[src/rtl/max7219_pkg.sv]
// Shared definitions for the MAX7219 serial receiver and the display driver:
// register address map, frame length and receiver FSM state encoding.
package max7219_pkg;

   // Bits in one MAX7219 frame (4 ignored, 4 address, 8 data)
   localparam int unsigned FRAME_BITS = 16;

   // Register address map
   localparam logic [3:0] REG_NOOP      = 4'h0;
   localparam logic [3:0] REG_DIGIT0    = 4'h1;
   localparam logic [3:0] REG_DIGIT1    = 4'h2;
   localparam logic [3:0] REG_DIGIT2    = 4'h3;
   localparam logic [3:0] REG_DIGIT3    = 4'h4;
   localparam logic [3:0] REG_DIGIT4    = 4'h5;
   localparam logic [3:0] REG_DIGIT5    = 4'h6;
   localparam logic [3:0] REG_DIGIT6    = 4'h7;
   localparam logic [3:0] REG_DIGIT7    = 4'h8;
   localparam logic [3:0] REG_DECODE    = 4'h9;
   localparam logic [3:0] REG_INTENSITY = 4'hA;
   localparam logic [3:0] REG_SCANLIMIT = 4'hB;
   localparam logic [3:0] REG_SHUTDOWN  = 4'hC;
   localparam logic [3:0] REG_DISPTEST  = 4'hF;

   // Receiver FSM states
   typedef enum logic [1:0] {
      IDLE  = 2'd0,
      SHIFT = 2'd1,
      LATCH = 2'd2
   } rx_state_t;

   // Bit offset of a digit byte inside the 64-bit row vector (digit address 1..8)
   function automatic logic [5:0] digit_lsb(input logic [3:0] addr);
      return {3'(addr - REG_DIGIT0), 3'b000};
   endfunction

endpackage

[src/rtl/max7219_rx_sync.sv]
// Input synchroniser for one asynchronous pin plus rise/fall edge detection
// on the synchronised level. The chain and the previous-value flop reset to 0,
// so a pin that is already low when reset releases produces no falling edge.
module max7219_rx_sync #(
   parameter int SYNC_STAGES = 2
) (
   input  logic clk,
   input  logic rst,
   input  logic async_in,
   output logic level,
   output logic rise,
   output logic fall
);

   logic [SYNC_STAGES-1:0] sync_q;
   logic                   prev_q;

   // Shift the pin through the synchroniser chain and remember the last synchronised level
   always_ff @(posedge clk) begin
      if (rst) begin
         sync_q <= '0;
         prev_q <= 1'b0;
      end else begin
         sync_q <= {sync_q[SYNC_STAGES-2:0], async_in};
         prev_q <= sync_q[SYNC_STAGES-1];
      end
   end

   assign level = sync_q[SYNC_STAGES-1];
   assign rise  = level & ~prev_q;
   assign fall  = ~level & prev_q;

endmodule

[src/rtl/max7219_receiver.sv]
// MAX7219 receive-side model: oversamples DIN/SCLK/CS in the clk domain,
// shifts bits on synchronised SCLK rising edges while CS is low and latches
// the last 16 bits as a frame on the CS rising edge into the display
// register file.
// Optional build macro MAX7219_DOUT_EN adds the cascade output DOUT, which
// replays DIN delayed by 16 SCLK cycles, updated on SCLK falling edges.
module max7219_receiver
   import max7219_pkg::*;
#(
   parameter int SYNC_STAGES = 2
) (
   input  logic        clk,
   input  logic        rst,
   input  logic        DIN,
   input  logic        SCLK,
   input  logic        CS,
   output logic [63:0] rows,
   output logic [7:0]  decode_mode,
   output logic [3:0]  intensity,
   output logic [2:0]  scan_limit,
   output logic        shutdown_n,
   output logic        display_test,
   output logic        frame_valid,
   output logic [3:0]  frame_addr,
   output logic [7:0]  frame_data,
   output logic        frame_error
`ifdef MAX7219_DOUT_EN
   ,
   output logic        DOUT
`endif
);

   // Synchronised pin levels and edges
   logic sclk_lvl, sclk_rise, sclk_fall;
   logic cs_lvl, cs_rise, cs_fall;
   logic din_lvl, din_rise, din_fall;

   // Frame assembly state
   rx_state_t                state_q, state_d;
   logic [FRAME_BITS-1:0]    shift_reg;
   logic [4:0]               bit_cnt;

   // FSM strobes into the datapath
   logic clr_frame, shift_en, latch_ok, latch_err;

   // Fields of the frame held in the shift register
   logic [3:0] rx_addr;
   logic [7:0] rx_data;

   assign rx_addr = shift_reg[11:8];
   assign rx_data = shift_reg[7:0];

   max7219_rx_sync #(.SYNC_STAGES(SYNC_STAGES)) u_sync_sclk (
      .clk      (clk),
      .rst      (rst),
      .async_in (SCLK),
      .level    (sclk_lvl),
      .rise     (sclk_rise),
      .fall     (sclk_fall)
   );

   max7219_rx_sync #(.SYNC_STAGES(SYNC_STAGES)) u_sync_cs (
      .clk      (clk),
      .rst      (rst),
      .async_in (CS),
      .level    (cs_lvl),
      .rise     (cs_rise),
      .fall     (cs_fall)
   );

   max7219_rx_sync #(.SYNC_STAGES(SYNC_STAGES)) u_sync_din (
      .clk      (clk),
      .rst      (rst),
      .async_in (DIN),
      .level    (din_lvl),
      .rise     (din_rise),
      .fall     (din_fall)
   );

   // FSM state register
   always_ff @(posedge clk) begin
      if (rst) begin
         state_q <= IDLE;
      end else begin
         state_q <= state_d;
      end
   end

   // Next state and datapath strobes; a CS rise beats a coincident SCLK rise
   always_comb begin
      state_d   = state_q;
      clr_frame = 1'b0;
      shift_en  = 1'b0;
      latch_ok  = 1'b0;
      latch_err = 1'b0;
      case (state_q)
         IDLE: begin
            if (cs_fall) begin
               clr_frame = 1'b1;
               state_d   = SHIFT;
            end
         end
         SHIFT: begin
            if (cs_rise) begin
               state_d = LATCH;
            end else if (sclk_rise) begin
               shift_en = 1'b1;
            end
         end
         LATCH: begin
            state_d = IDLE;
            if (bit_cnt >= 5'(FRAME_BITS)) begin
               latch_ok = 1'b1;
            end else begin
               latch_err = 1'b1;
            end
         end
         default: state_d = IDLE;
      endcase
   end

   // Shift register and saturating bit counter
   always_ff @(posedge clk) begin
      if (rst) begin
         shift_reg <= '0;
         bit_cnt   <= '0;
      end else if (clr_frame) begin
         shift_reg <= '0;
         bit_cnt   <= '0;
      end else if (shift_en) begin
         shift_reg <= {shift_reg[FRAME_BITS-2:0], din_lvl};
         if (bit_cnt != 5'd31) begin
            bit_cnt <= bit_cnt + 5'd1;
         end
      end
   end

   // Register file update and one-cycle frame status pulses
   always_ff @(posedge clk) begin
      if (rst) begin
         rows         <= '0;
         decode_mode  <= '0;
         intensity    <= '0;
         scan_limit   <= '0;
         shutdown_n   <= 1'b0;
         display_test <= 1'b0;
         frame_valid  <= 1'b0;
         frame_addr   <= '0;
         frame_data   <= '0;
         frame_error  <= 1'b0;
      end else begin
         frame_valid <= latch_ok;
         frame_error <= latch_err;
         if (latch_ok) begin
            frame_addr <= rx_addr;
            frame_data <= rx_data;
            case (rx_addr)
               REG_DIGIT0, REG_DIGIT1, REG_DIGIT2, REG_DIGIT3,
               REG_DIGIT4, REG_DIGIT5, REG_DIGIT6, REG_DIGIT7:
                  rows[digit_lsb(rx_addr) +: 8] <= rx_data;
               REG_DECODE:    decode_mode  <= rx_data;
               REG_INTENSITY: intensity    <= rx_data[3:0];
               REG_SCANLIMIT: scan_limit   <= rx_data[2:0];
               REG_SHUTDOWN:  shutdown_n   <= rx_data[0];
               REG_DISPTEST:  display_test <= rx_data[0];
               REG_NOOP:      ;
               default:       ;  // 0xD and 0xE accepted but hold no register
            endcase
         end
      end
   end

`ifdef MAX7219_DOUT_EN
   // Signals the receiver itself has no use for
   logic [2:0] spare_unused;
   assign spare_unused = {sclk_lvl, din_rise, din_fall};

   // Cascade output: shift out the oldest bit on SCLK falling edges while CS is low
   always_ff @(posedge clk) begin
      if (rst) begin
         DOUT <= 1'b0;
      end else if (sclk_fall && !cs_lvl) begin
         DOUT <= shift_reg[FRAME_BITS-1];
      end
   end
`else
   // Signals only consumed by the cascade output, which is not built here
   logic [5:0] spare_unused;
   assign spare_unused = {sclk_lvl, sclk_fall, din_rise, din_fall, cs_lvl,
                          shift_reg[FRAME_BITS-1]};
`endif

endmodule
[config.mk]
export PLATFORM = sky130hd
export DESIGN_NAME = max7219_receiver
export DESIGN_NICKNAME = d
export VERILOG_FILES = /design/src/rtl/max7219_pkg.sv /design/src/rtl/max7219_rx_sync.sv /design/src/rtl/max7219_receiver.sv
export SDC_FILE = /design/constraint.sdc
export NUM_CORES = 1
export LEC_CHECK = 0
export BUFFER_PORTS_ARGS = -buffer_cell sky130_fd_sc_hd__buf_2
export CORE_MARGIN = 8
export CORE_UTILIZATION = 40
export CTS_BUF_LIST = sky130_fd_sc_hd__clkbuf_16
export DETAILED_ROUTE_END_ITERATION = 10
export PLACE_DENSITY = 0.58
export SETUP_SLACK_MARGIN = 0.5
export SLEW_MARGIN = 20
export SYNTH_ARGS = -nofsm -noshare
export SYNTH_HDL_FRONTEND = slang
export SYNTH_SLANG_ARGS = --single-unit
[constraint.sdc]
create_clock -name clk -period 8.34 [get_ports clk]
set_input_delay 0 -clock clk [delete_from_list [all_inputs] [get_ports clk]]
set_output_delay 0 -clock clk [all_outputs]
set_load 0.005 [all_outputs]
After elaboration in Yosys (flattened, before gate mapping)
Index checks and enable logic that the tools add are counted.
Cells by class
  divide/modulo/power cells: 0
  $mul: 0
  shift operators: 2
  add/subtract/negate cells: 3
  multiplexer cells: 12
  magnitude comparators: 1
  reduce and logical (&&, ||, !) cells: 12
  bitwise gates (word level): 7
  equal/unequal tests: 18
Operators with widths (count)
  bitwise mux 64 bit: 1
  variable shift 8 x 8 -> 64 bit (first input constant): 1
  indexed part select 8 x 8 -> 64 bit: 1
  == test 4 bit (second input constant): 6
  == test 4 x 3 -> 1 bit (second input constant): 4
  AND reduction 2 bit: 8
  == test 4 x 2 -> 1 bit (second input constant): 2
  2-to-1 mux 1 bit: 8
  negation 6 -> 8 bit: 1
  OR reduction 8 bit: 1
  adder 5 x 1 -> 5 bit (second input constant): 1
  greater-or-equal comparator 5 bit (second input constant): 1
  inequality test 5 bit (second input constant): 1
  == test 4 x 1 -> 1 bit (second input constant): 1
  2-to-1 mux 2 bit: 2
  inequality test 2 bit (second input constant): 2
  inverter 1 bit: 4
  case mux 2 bit (2 select lines): 1
  OR reduction 2 bit: 2
  bitwise AND 1 bit: 3
  subtractor 3 x 1 -> 3 bit (second input constant): 1
  == test 2 x 1 -> 1 bit (second input constant): 1
  == test 2 bit (second input constant): 1
  zero test 2 bit: 1
Word-level totals
  ROM bits: 0
  bits in writable memories: 0
  word-level logic and storage cells: 73
  bits in latches: 0
  register bits: 122
  output and inout port bits: 95
  memories: 0

Depth between registers and ports, before layout
Gate-level depths: netlist (run 1).
  depth in word-level cells: 6
  mapped depth: 11
  depth with buffers taken out: 9

Hierarchy
From an unflattened synthesis (run 1), not the netlist that was laid out.
Unflattened totals
  cell total of the unflattened synthesis: 561
  area total of the unflattened synthesis: 5163.7 sq um
By module, submodules not included
  max7219_receiver: area an instance 4889.7 sq um, sequential area each 2282.2 sq um, times used 1, cells each 537
  max7219_rx_sync: area an instance 91.3 sq um, sequential area each 60.1 sq um, times used 3, cells each 8

Least setup slack after synthesis (run 1)
No wires, ideal clock.
  path kind: flip-flop to flip-flop
  from: register shift_reg[8]
  to: register rows[32]
  path slack: 5.429 ns
  arrival time: 2.788 ns
  required time: 8.217 ns
  stages on the path, launching flop included: 11
  path buffers: 2
  cell sequence: dfxtp_1 -> clkbuf_1 -> inv_1 -> ha_1 -> xor2_2 -> inv_1 -> ha_1 -> buf_2 -> nor4b_2 -> nand2_2 -> mux2_1
On the way
  word-level cells in the longest chain between the ends: 4
  elaborated cells on any way between the ends: 15
  those cells by class: 2 x add/sub; 8 x eq/ne; 2 x shift; 1 x mux; 2 x reduce/logical
RTL lines
  from (decl): RTL line max7219_receiver.sv:40  | logic [FRAME_BITS-1:0] shift_reg;
  from (signal assigned): RTL line max7219_receiver.sv:131  | shift_reg <= {shift_reg[FRAME_BITS-2:0], din_lvl};
  subtractor 3 x 1 -> 3 bit: RTL line max7219_pkg.sv:33  | return {3'(addr - REG_DIGIT0), 3'b000};
  negation 6 -> 8 bit: RTL line max7219_receiver.sv:160  | rows[digit_lsb(rx_addr) +: 8] <= rx_data;
  indexed part select 8 x 8 -> 64 bit or variable shift 8 x 8 -> 64 bit (tied branches): RTL line max7219_receiver.sv:160
  bitwise mux 64 bit: RTL line max7219_receiver.sv:160
  to (signal, indexed assignment): RTL line max7219_receiver.sv:160
  to (decl): RTL line max7219_receiver.sv:17  | output logic [63:0] rows,
Several ways; a longest one is shown, not always the timed one.
A chain may end at the register's enable or synchronous reset.

Final worst setup path (run 1)
  from: register shift_reg[8]
  to: register rows[62]
The elaborated chain is that of the path after synthesis.

==> results.sh, run 1 <==
export IMPL_wl_um=13320
export IMPL_synth_cells=547
export IMPL_die_h_um=129.5
export IMPL_drc_errors=0
export IMPL_synth_edf_count=0
export IMPL_antenna_found_initial=0
export IMPL_dp_hpwl_um=8858
export IMPL_largest_reg_flops=64
export IMPL_fin_worst_skew_ns=0.007420
export IMPL_maxSlewViolCount=0
export IMPL_grt_pass1_wl_um=21230
export IMPL_utilization_pct=49.76
export IMPL_cts_sinks=122
export IMPL_synth_area_um2=5154
export IMPL_routabilityCongestion=0.7597
export IMPL_max_freq_mhz=277.8
export IMPL_cts_tree="done"
export IMPL_p_leak_uw=0.002949
export IMPL_peakVddDrop_v=0.0001340
export IMPL_avgSynthCellArea_um2=9.422
export IMPL_finalHoldViolCount=0
export IMPL_seq_area_frac_synth_pct=47.39
export IMPL_crit_type="reg2reg"
export IMPL_yosys_warnings=0
export IMPL_route_met3_wl_um=978
export IMPL_async_reset_ff_share_pct=0
export IMPL_period_needed_ns=3.599
export IMPL_status="finished, final reports clean"
export IMPL_nets=642
export IMPL_drt_met1_wl_um=6101
export IMPL_hold_path_class="in2reg"
export IMPL_slew_headroom_pct=37.95
export IMPL_die_w_um=129.5
export IMPL_grt_overflow=0
export IMPL_r2r_cells=8
export IMPL_num_vias=4048
export IMPL_rsz0062_at_grt="no"
export IMPL_root_buffer="clkbuf_16"
export IMPL_synth_main_ff_cell="dfxtp_1"
export IMPL_first_iter_violations=337
export IMPL_wl_met2_um=6057
export IMPL_fin_setup_tns_ns=0
export IMPL_area_delta_synth_final_pct=21.85
export IMPL_end_kind="register"
export IMPL_numCtsBuffers=17
export IMPL_grt_max_degree=115
export IMPL_die_area_um2=16770
export IMPL_path_max_fanout=20
export IMPL_fin_crit_sh_pct=43.16
export IMPL_first_global_vias=4060
export IMPL_cts_resized=0
export IMPL_grt_usage_pct=16.08
export IMPL_drive_gt1_share_pct=22.88
export IMPL_vias_per_cell=4.998
export IMPL_maxCapViolations=0
export IMPL_diodes=0
export IMPL_wl_per_cell_um=16.44
export IMPL_insertion_delay_ns=0.41
export IMPL_num_rows=41
export IMPL_cp_start_kind="register"
export IMPL_hold_depth=3
export IMPL_setup_viol=0
export IMPL_ioPinCount=100
export IMPL_drtAntennaViolNets=0
export IMPL_start_util_pct=40.84
export IMPL_synth_distinct_cells=45
export IMPL_crit_required_ns=8.64
export IMPL_synth_seq_cells=122
export IMPL_crit_arrival_ns=3.89
export IMPL_worst_pin_slew_ns=0.9290
export IMPL_syn_nets=564
export IMPL_clk_pin_slew_ns=0.05
export IMPL_power_density_nw_per_um2=203.6
export IMPL_port_buffers=99
export IMPL_htree_levels=4
export IMPL_route_top_layer_used="met4"
export IMPL_drt_pass1_iterations=4
export IMPL_core_area_um2=12620
export IMPL_cts_buffer_depth=2
[cell families after synthesis]
| kind of cell | share of synthesized area, % |
|---|---|
| multiplexers | 12.04 |
| adder cells (fa/ha/maj) | 2.913 |
| buffers and inverters | 4.249 |
| AO/OA/AOI/OAI | 10.10 |
| AND/OR/NAND/NOR | 22.31 |
| flip-flops | 47.39 |
| XOR/XNOR | 0.9954 |
[critical path, stage by stage, from the launching register on]
cell	delay [ns]
dfxtp_1	0.77
inv_1	0.26
ha_1	0.36
xor2_2	0.21
inv_1	0.15
ha_1	0.52
a211oi_2	0.80
a21oi_1	0.18
a41o_1	0.24
[stage by stage]
step | cells | total power [µW] | setup WS [ns] | hold slack, ns | instance area (µm²)
2_1_floorplan | 547 | 610.7 | 5.429 | 0.1282 | 5154
4_1_cts | 809 | 1291 | 4.796 | 0.3148 | 6260
5_1_grt | 810 | 1320 | 4.430 | 0.2412 | 6280
6_report | 810 | 1279 | 4.741 | 0.2106 | 6280
3_5_place_dp | 774 | 614.4 | 4.793 | 0.2121 | 5687
3_3_place_gp | 774 | 613.9 | 5.040 | 0.2123 | 5687
[cells in the final DEF (no fill, tap or decap), types with 2 or more instances in the layout]
master	n
mux2_2	6
clkbuf_16	17
buf_2	99
o21ai_0	24
nand4_1	25
nor3_1	6
nand3_1	5
a21oi_1	48
or2_2	2
nand4_4	2
bufinv_16	2
nor2_1	35
mux2i_1	53
inv_1	10
a41o_1	8
clkinv_2	7
a21o_1	2
nor2b_1	29
xnor2_1	4
buf_4	2
dfxtp_1	122
nand2b_1	33
mux2_1	2
clkinv_1	3
dlygate4sd3_1	3
nand2_1	53
nor4b_1	3
ha_1	12
[layer usage]
layer	track usage [%]	up-vias
met4	5.943	0
met5	0	-
met2	25.31	107
met3	5.670	17
met1	19.85	1884
li1	-	2040
[where the power goes]
group          switching, µW  leakage (µW)  internal, µW
combinational           10.7       0.00168          6.95
sequential              1.01      0.000984           585
clock                    247      0.000286           428
[area by class of cell]
type | instances | area, µm²
inverter | 7 | 26.28
sequential | 122 | 2442
fill | 1221 | 6340
timing repair buffer | 105 | 560.5
clock inverter | 15 | 117.6
tap | 172 | 215.2
multi-input combinational | 372 | 2492
clock buffer | 17 | 425.4
[final timing paths]
| path | start | endpoint | slack, ns |
|---|---|---|---|
| worst max-delay path | shift_reg[8]$_SDFFE_PP0P_ | rows[62]$_SDFFE_PP0P_ | 4.74 |
| worst min-delay path | rst | rows[0]$_SDFFE_PP0P_ | 0.21 |
| worst max register to register | shift_reg[8]$_SDFFE_PP0P_ | rows[62]$_SDFFE_PP0P_ | 4.74 |
| worst min register to register | u_sync_cs.sync_q[0]$_SDFF_PP0_ | u_sync_cs.sync_q[1]$_SDFF_PP0_ | 0.43 |
[cell usage after synthesis, drive strengths merged, types with 5 or more instances]
cell type	count	area, µm²
nor2b	29	181.4
inv	7	26.28
nor2	35	131.4
ha	12	150.1
a41o	8	80.08
clkbuf	30	112.6
mux2i	53	530.5
nand4	27	198.9
nand2	54	205.2
buf	16	80.07
o21ai	24	120.1
dfxtp	122	2442
a21oi	48	240.2
nand3	5	25.02
mux2	8	90.08
nand2b	33	206.5
nor3	6	30.03
[what timing repair did]
item | CTS | global route
endpoints found under the hold margin | 3 | 0
endpoints found under the setup margin | 0 | 0
setup buffers | 0 | 0
hold buffers | 3 | 0
Note: power is estimated with default switching activity, not from simulation.
==> run 2: changes to the inputs <==
Clock period 8.34 ns to 3.5 ns, I/O delays scaled along.
==> run 2 against run 1 <==
Effect of this change: power rose by 140%; via count rose by 2.0%; routed wire length shrank 0.29%; sequential power rose by 140%; register-to-register slack worse by 4.0 ns; worst setup slack got worse by 4.0 ns; core utilization increased by 0.19 points; flip-flop and latch count unchanged; final cell count up 0.25%; die area is the same; final area rose by 0.38%; highest routed layer unchanged.
==> results.sh, run 2 (synthesized netlist as in run 1, its figures left out) <==
export IMPL_status="finished, final reports clean"
export IMPL_cts_sinks=122
export IMPL_p_switching_uw=611.2
export IMPL_die_h_um=129.5
export IMPL_grt_max_degree=49
export IMPL_port_buffers=99
export IMPL_drc_errors=0
export IMPL_reg2reg_from="shift_reg[9]$_SDFFE_PP0P_"
export IMPL_die_w_um=129.5
export IMPL_diodes=0
export IMPL_drt_pass1_iterations=5
export IMPL_max_freq_mhz=357.8
export IMPL_fin_crit_sh_pct=79.85
export IMPL_seqPwrFrac_pct=46.0
export IMPL_routabilityCongestion=0.7839
export IMPL_crit_type="reg2reg"
export IMPL_antenna_found_initial=0
export IMPL_fin_worst_skew_ns=0.006299
export IMPL_maxSlewViolCount=0
export IMPL_cp_cell_sequence="inv_1 -> ha_1 -> xor2_2 -> inv_2 -> ha_2 -> nor4_2 -> nand3_1 -> a21oi_1"
export IMPL_hold_depth=2
export IMPL_fin_ws_ns=0.7051
export IMPL_drtAntennaViolNets=0
export IMPL_final_common_cell="dfxtp_1"
export IMPL_grt_overflow=0
export IMPL_ff2ff_setup_slack_ns=0.71
export IMPL_whs_ns=0.1705
export IMPL_core_area_um2=12620
export IMPL_cts_buffer_depth=2
export IMPL_peakVddDrop_v=0.0002825
export IMPL_crit_required_ns=3.83
export IMPL_r2r_cells=8
export IMPL_slowest_stage="nor4_2"
export IMPL_first_global_vias=4080
export IMPL_cp_start_kind="register"
export IMPL_drive_gt1_share_pct=23.91
export IMPL_cts_tree="done"
export IMPL_end_kind="register"
export IMPL_cts_setup_buffers=0
export IMPL_r2r_end="rows[7]$_SDFFE_PP0P_"
export IMPL_vias_per_cell=5.084
export IMPL_area_delta_synth_final_pct=22.31
export IMPL_finalHoldViolCount=0
export IMPL_rsz0062_at_grt="no"
export IMPL_min_to="rows[8]$_SDFFE_PP0P_"
export IMPL_pre_cts_ws_ns=0.5738
export IMPL_combPwrFrac_pct=1.3
export IMPL_critPathMaxStageDelay_ns=0.69
export IMPL_hold_path_class="in2reg"
export IMPL_path_max_fanout=13
export IMPL_die_area_um2=16770
export IMPL_dp_hpwl_um=8875
export IMPL_num_vias=4128
export IMPL_grt_pass1_wl_um=21070
export IMPL_layout_common_cells="dfxtp_1, buf_2, mux2i_1, nand2_1, a21oi_1"
export IMPL_slew_headroom_pct=41.56
export IMPL_nets=646
export IMPL_insertion_delay_ns=0.41
export IMPL_utilization_pct=49.95
export IMPL_fin_setup_tns_ns=0
export IMPL_wl_um=13280
export IMPL_wl_per_cell_um=16.35
export IMPL_first_iter_violations=261
export IMPL_crit_arrival_ns=3.13
export IMPL_root_buffer="clkbuf_16"
export IMPL_swShare_pct=20.12
export IMPL_largest_reg_flops=64
export IMPL_p_clk_share_pct=52.7
export IMPL_period_needed_ns=2.795
export IMPL_cell_internal_pwr_uw=2426
export IMPL_ioPinCount=100
export IMPL_p_leak_uw=0.002943
export IMPL_htree_levels=4
export IMPL_power_density_nw_per_um2=481.9
export IMPL_num_rows=41
export IMPL_placement_cell_area_um2=5724
export IMPL_design_area_um2=6304
export IMPL_grt_usage_pct=16.20
export IMPL_clk_pin_slew_ns=0.05
export IMPL_start_util_pct=40.84
export IMPL_hold_start="rst"
export IMPL_maxCapViolations=0
export IMPL_worst_pin_slew_ns=0.8700
export IMPL_setup_viol=0
export IMPL_numCtsBuffers=17
## run 2: changes by cell type in the layout (fill, tap and decap cells not counted), moves of 2 or more
cell,change
inv_1,-2
buf_4,+5
clkinv_2,-3
clkinvlp_4,+2
## run 2: metrics by stage
stage / power [µW] / cells
floorplan: 1455 / 547
global placement: 1463 / 779
detailed placement: 1465 / 779
CTS: 3077 / 812
global route: 3140 / 812
finish: 3038 / 812
## run 2: cell type report
cell class              instances  area [µm²]
fillers                      1245        6316
inverters                       7       26.28
multi-input cells             372        2502
well taps                     172       215.2
repair buffers                109       578.1
flip-flops and latches        122        2442
clock inverters                13       113.9
clock buffers                  17       425.4
## run 2: worst max path at each step
stage | start | to | slack, ns
final | shift_reg[9]$_SDFFE_PP0P_ | rows[7]$_SDFFE_PP0P_ | 0.71
after global routing | shift_reg[9]$_SDFFE_PP0P_ | rows[3]$_SDFFE_PP0P_ | 0.51
after CTS | shift_reg[9]$_SDFFE_PP0P_ | rows[7]$_SDFFE_PP0P_ | 0.52
after detailed placement | shift_reg[9]$_SDFFE_PP0P_ | rows[7]$_SDFFE_PP0P_ | 0.57
after global placement | shift_reg[9]$_SDFFE_PP0P_ | rows[0]$_SDFFE_PP0P_ | 0.69
after floorplan | shift_reg[8]$_SDFFE_PP0P_ | rows[32]$_SDFFE_PP0P_ | 0.59
## run 2: power by group through the flow
stage | registers, µW | clock network, µW | logic, µW
floorplan | 1420 | 0 | 30.5
global placement | 1430 | 0 | 37.5
detailed placement | 1430 | 0 | 38.6
CTS | 1400 | 1640 | 41.1
global route | 1400 | 1700 | 44.4
finish | 1400 | 1600 | 40.2
## run 2: what timing repair did
action                                  CTS  global route
resized for setup                         0             4
endpoints found under the setup margin    0            40
hold endpoints to repair                  3             0
hold buffers                              3             0
## run 2: per-layer routing
metal	up-vias	track usage [%]	wire (µm)
li1	2045	-	-
met3	15	5.588	794
met2	110	25.77	6259
met5	-	0	0
met1	1958	19.64	6068
met4	0	6.557	157
## run 2: worst max-delay path: cells and delay by family, from the launching register on
family          cells  cell delay (ns)
compound gates      1             0.19
xor+xnor            1             0.24
fa+ha+maj           2             0.71
buf+inv             2             0.27
flops               1             0.44
simple gates        2             0.87
==> run 3: changes to the inputs <==
Clock period 3.5 ns to 2.6 ns, I/O delays scaled along.
==> run 3 against run 2 <==
Effect of this change: non-clock buffer count is 22 higher; die area stayed put; clock skew rose by 0.00092 ns; critical path depth did not move; core utilization up 3.8 points; largest cell class unchanged.
==> results.sh, run 3 (synthesized netlist as in run 1, its figures left out) <==
export IMPL_status="finished, final reports clean"
export IMPL_die_h_um=129.5
export IMPL_grt_overflow=0
export IMPL_regArea_um2=2446
export IMPL_numCtsBuffers=17
export IMPL_clk_pin_slew_ns=0.06
export IMPL_fill_cells=1169
export IMPL_grt_pass1_wl_um=21860
export IMPL_die_area_um2=16770
export IMPL_start_util_pct=40.84
export IMPL_crit_arrival_ns=2.35
export IMPL_antenna_found_initial=0
export IMPL_p_clk_share_pct=55.0
export IMPL_fin_worst_skew_ns=0.007223
export IMPL_htree_levels=4
export IMPL_p_leak_uw=0.003133
export IMPL_fin_setup_tns_ns=0
export IMPL_end_kind="register"
export IMPL_drt_pass1_iterations=5
export IMPL_placement_cell_area_um2=5886
export IMPL_path_max_fanout=8
export IMPL_finalHoldViolCount=0
export IMPL_final_common_cell="dfxtp_1"
export IMPL_area_delta_synth_final_pct=31.66
export IMPL_first_iter_violations=243
export IMPL_combPwrFrac_pct=1.3
export IMPL_period_needed_ns=2.097
export IMPL_seqPwrFrac_pct=43.8
export IMPL_whs_ns=0.2572
export IMPL_largest_reg_flops=64
export IMPL_worst_pin_slew_ns=0.9051
export IMPL_core_area_um2=12620
export IMPL_dp_hpwl_um=9248
export IMPL_insertion_delay_ns=0.42
export IMPL_num_vias=4227
export IMPL_swShare_pct=20.79
export IMPL_setup_viol=0
export IMPL_drtAntennaViolNets=0
export IMPL_wl_um=13630
export IMPL_cts_tree="done"
export IMPL_peakVddDrop_v=0.0004547
export IMPL_grt_usage_pct=16.60
export IMPL_multi_input_area_um2=2724
export IMPL_routabilityCongestion=0.7758
export IMPL_num_rows=41
export IMPL_max_freq_mhz=476.9
export IMPL_cp_start_kind="register"
export IMPL_layout_common_cells="dfxtp_1, buf_2, mux2i_1, nand2_1, a21oi_1"
export IMPL_root_buffer="clkbuf_16"
export IMPL_utilization_pct=53.77
export IMPL_nets=668
export IMPL_grt_max_degree=59
export IMPL_wl_per_cell_um=16.30
export IMPL_vias_per_cell=5.056
export IMPL_rsz0062_at_grt="yes"
export IMPL_crit_required_ns=2.85
export IMPL_ioPinCount=100
export IMPL_maxSlewViolCount=0
export IMPL_cell_internal_pwr_uw=3400
export IMPL_crit_type="reg2reg"
export IMPL_maxCapViolations=0
export IMPL_die_w_um=129.5
export IMPL_drive_gt1_share_pct=31.93
export IMPL_hold_path_class="in2reg"
export IMPL_first_global_vias=4271
export IMPL_slew_headroom_pct=39.66
export IMPL_power_density_nw_per_um2=632.5
export IMPL_port_buffers=99
export IMPL_diodes=0
export IMPL_cts_sinks=122
export IMPL_cts_buffer_depth=2
export IMPL_p_switching_uw=892.0
export IMPL_fin_crit_sh_pct=80.65
export IMPL_design_area_um2=6785
export IMPL_drc_errors=0
-- run 3: cell types whose count changed in the layout (fill, tap and decap cells not counted), sizes merged --
cell and change:
inv -2, clkinv +1, buf +22, clkinvlp +2, bufinv +1
-- run 3: path summary, 6_finish.rpt --
| check | end | depth (start not counted) | slack [ns] | start |
|---|---|---|---|---|
| hold / removal | rows[4]$_SDFFE_PP0P_ | 2 | 0.26 | rst |
| setup reg to reg | rows[2]$_SDFFE_PP0P_ | 8 | 0.50 | shift_reg[8]$_SDFFE_PP0P_ |
| hold reg to reg | u_sync_din.sync_q[1]$_SDFF_PP0_ | 1 | 0.43 | u_sync_din.sync_q[0]$_SDFF_PP0_ |
| setup / recovery | rows[2]$_SDFFE_PP0P_ | 8 | 0.50 | shift_reg[8]$_SDFFE_PP0P_ |
-- run 3: metrics by stage --
stage / std cells / setup slack, ns / power, µW
2_1_floorplan: 547 / 0.1774 / 1958
3_3_place_gp: 790 / 0.2546 / 1969
3_5_place_dp: 790 / 0.1348 / 1970
4_1_cts: 832 / 0.4762 / 4340
5_1_grt: 836 / 0.3927 / 4426
6_report: 836 / 0.5032 / 4292
-- run 3: critical path: stages, from the launching register on --
cell and delay (ns):
dfxtp_4 0.36, clkinvlp_4 0.11, ha_4 0.19, xor2_4 0.20, inv_4 0.05, ha_4 0.25, or4_4 0.56, o21ai_2 0.15
a21oi_1 0.08
-- run 3: power groups by stage --
stage	combinational [µW]	clock [µW]	sequential (µW)
2_1_floorplan	41.0	0	1920
3_3_place_gp	50.8	0	1920
3_5_place_dp	51.8	0	1920
4_1_cts	55.1	2410	1880
5_1_grt	60.8	2490	1880
6_report	54.8	2360	1880
-- run 3: routing by layer --
layer	GRT usage [%]	vias to the layer above	part of all wire, %
li1	-	2094	-
met1	20.29	1970	44
met2	26.01	132	46
met3	5.259	31	6.6
met4	7.992	0	2.4
met5	0	-	0
-- run 3: timing repair --
item	in CTS	in global routing
gates resized for setup	17	35
hold buffers	3	0
endpoints found under the setup margin	64	64
pin swaps	3	20
endpoints found under the hold margin	3	0
buffers inserted	7	3
cloned	0	1
-- run 3: area by class of cell --
cell class                 instances  area share, %
clock buffer                      17          6.270
sequential                       122          36.05
inverter                           7         0.4794
multi-input combinational        372          40.14
tap                              172          3.172
timing repair buffer             131          11.29
clock inverter                    15          2.600
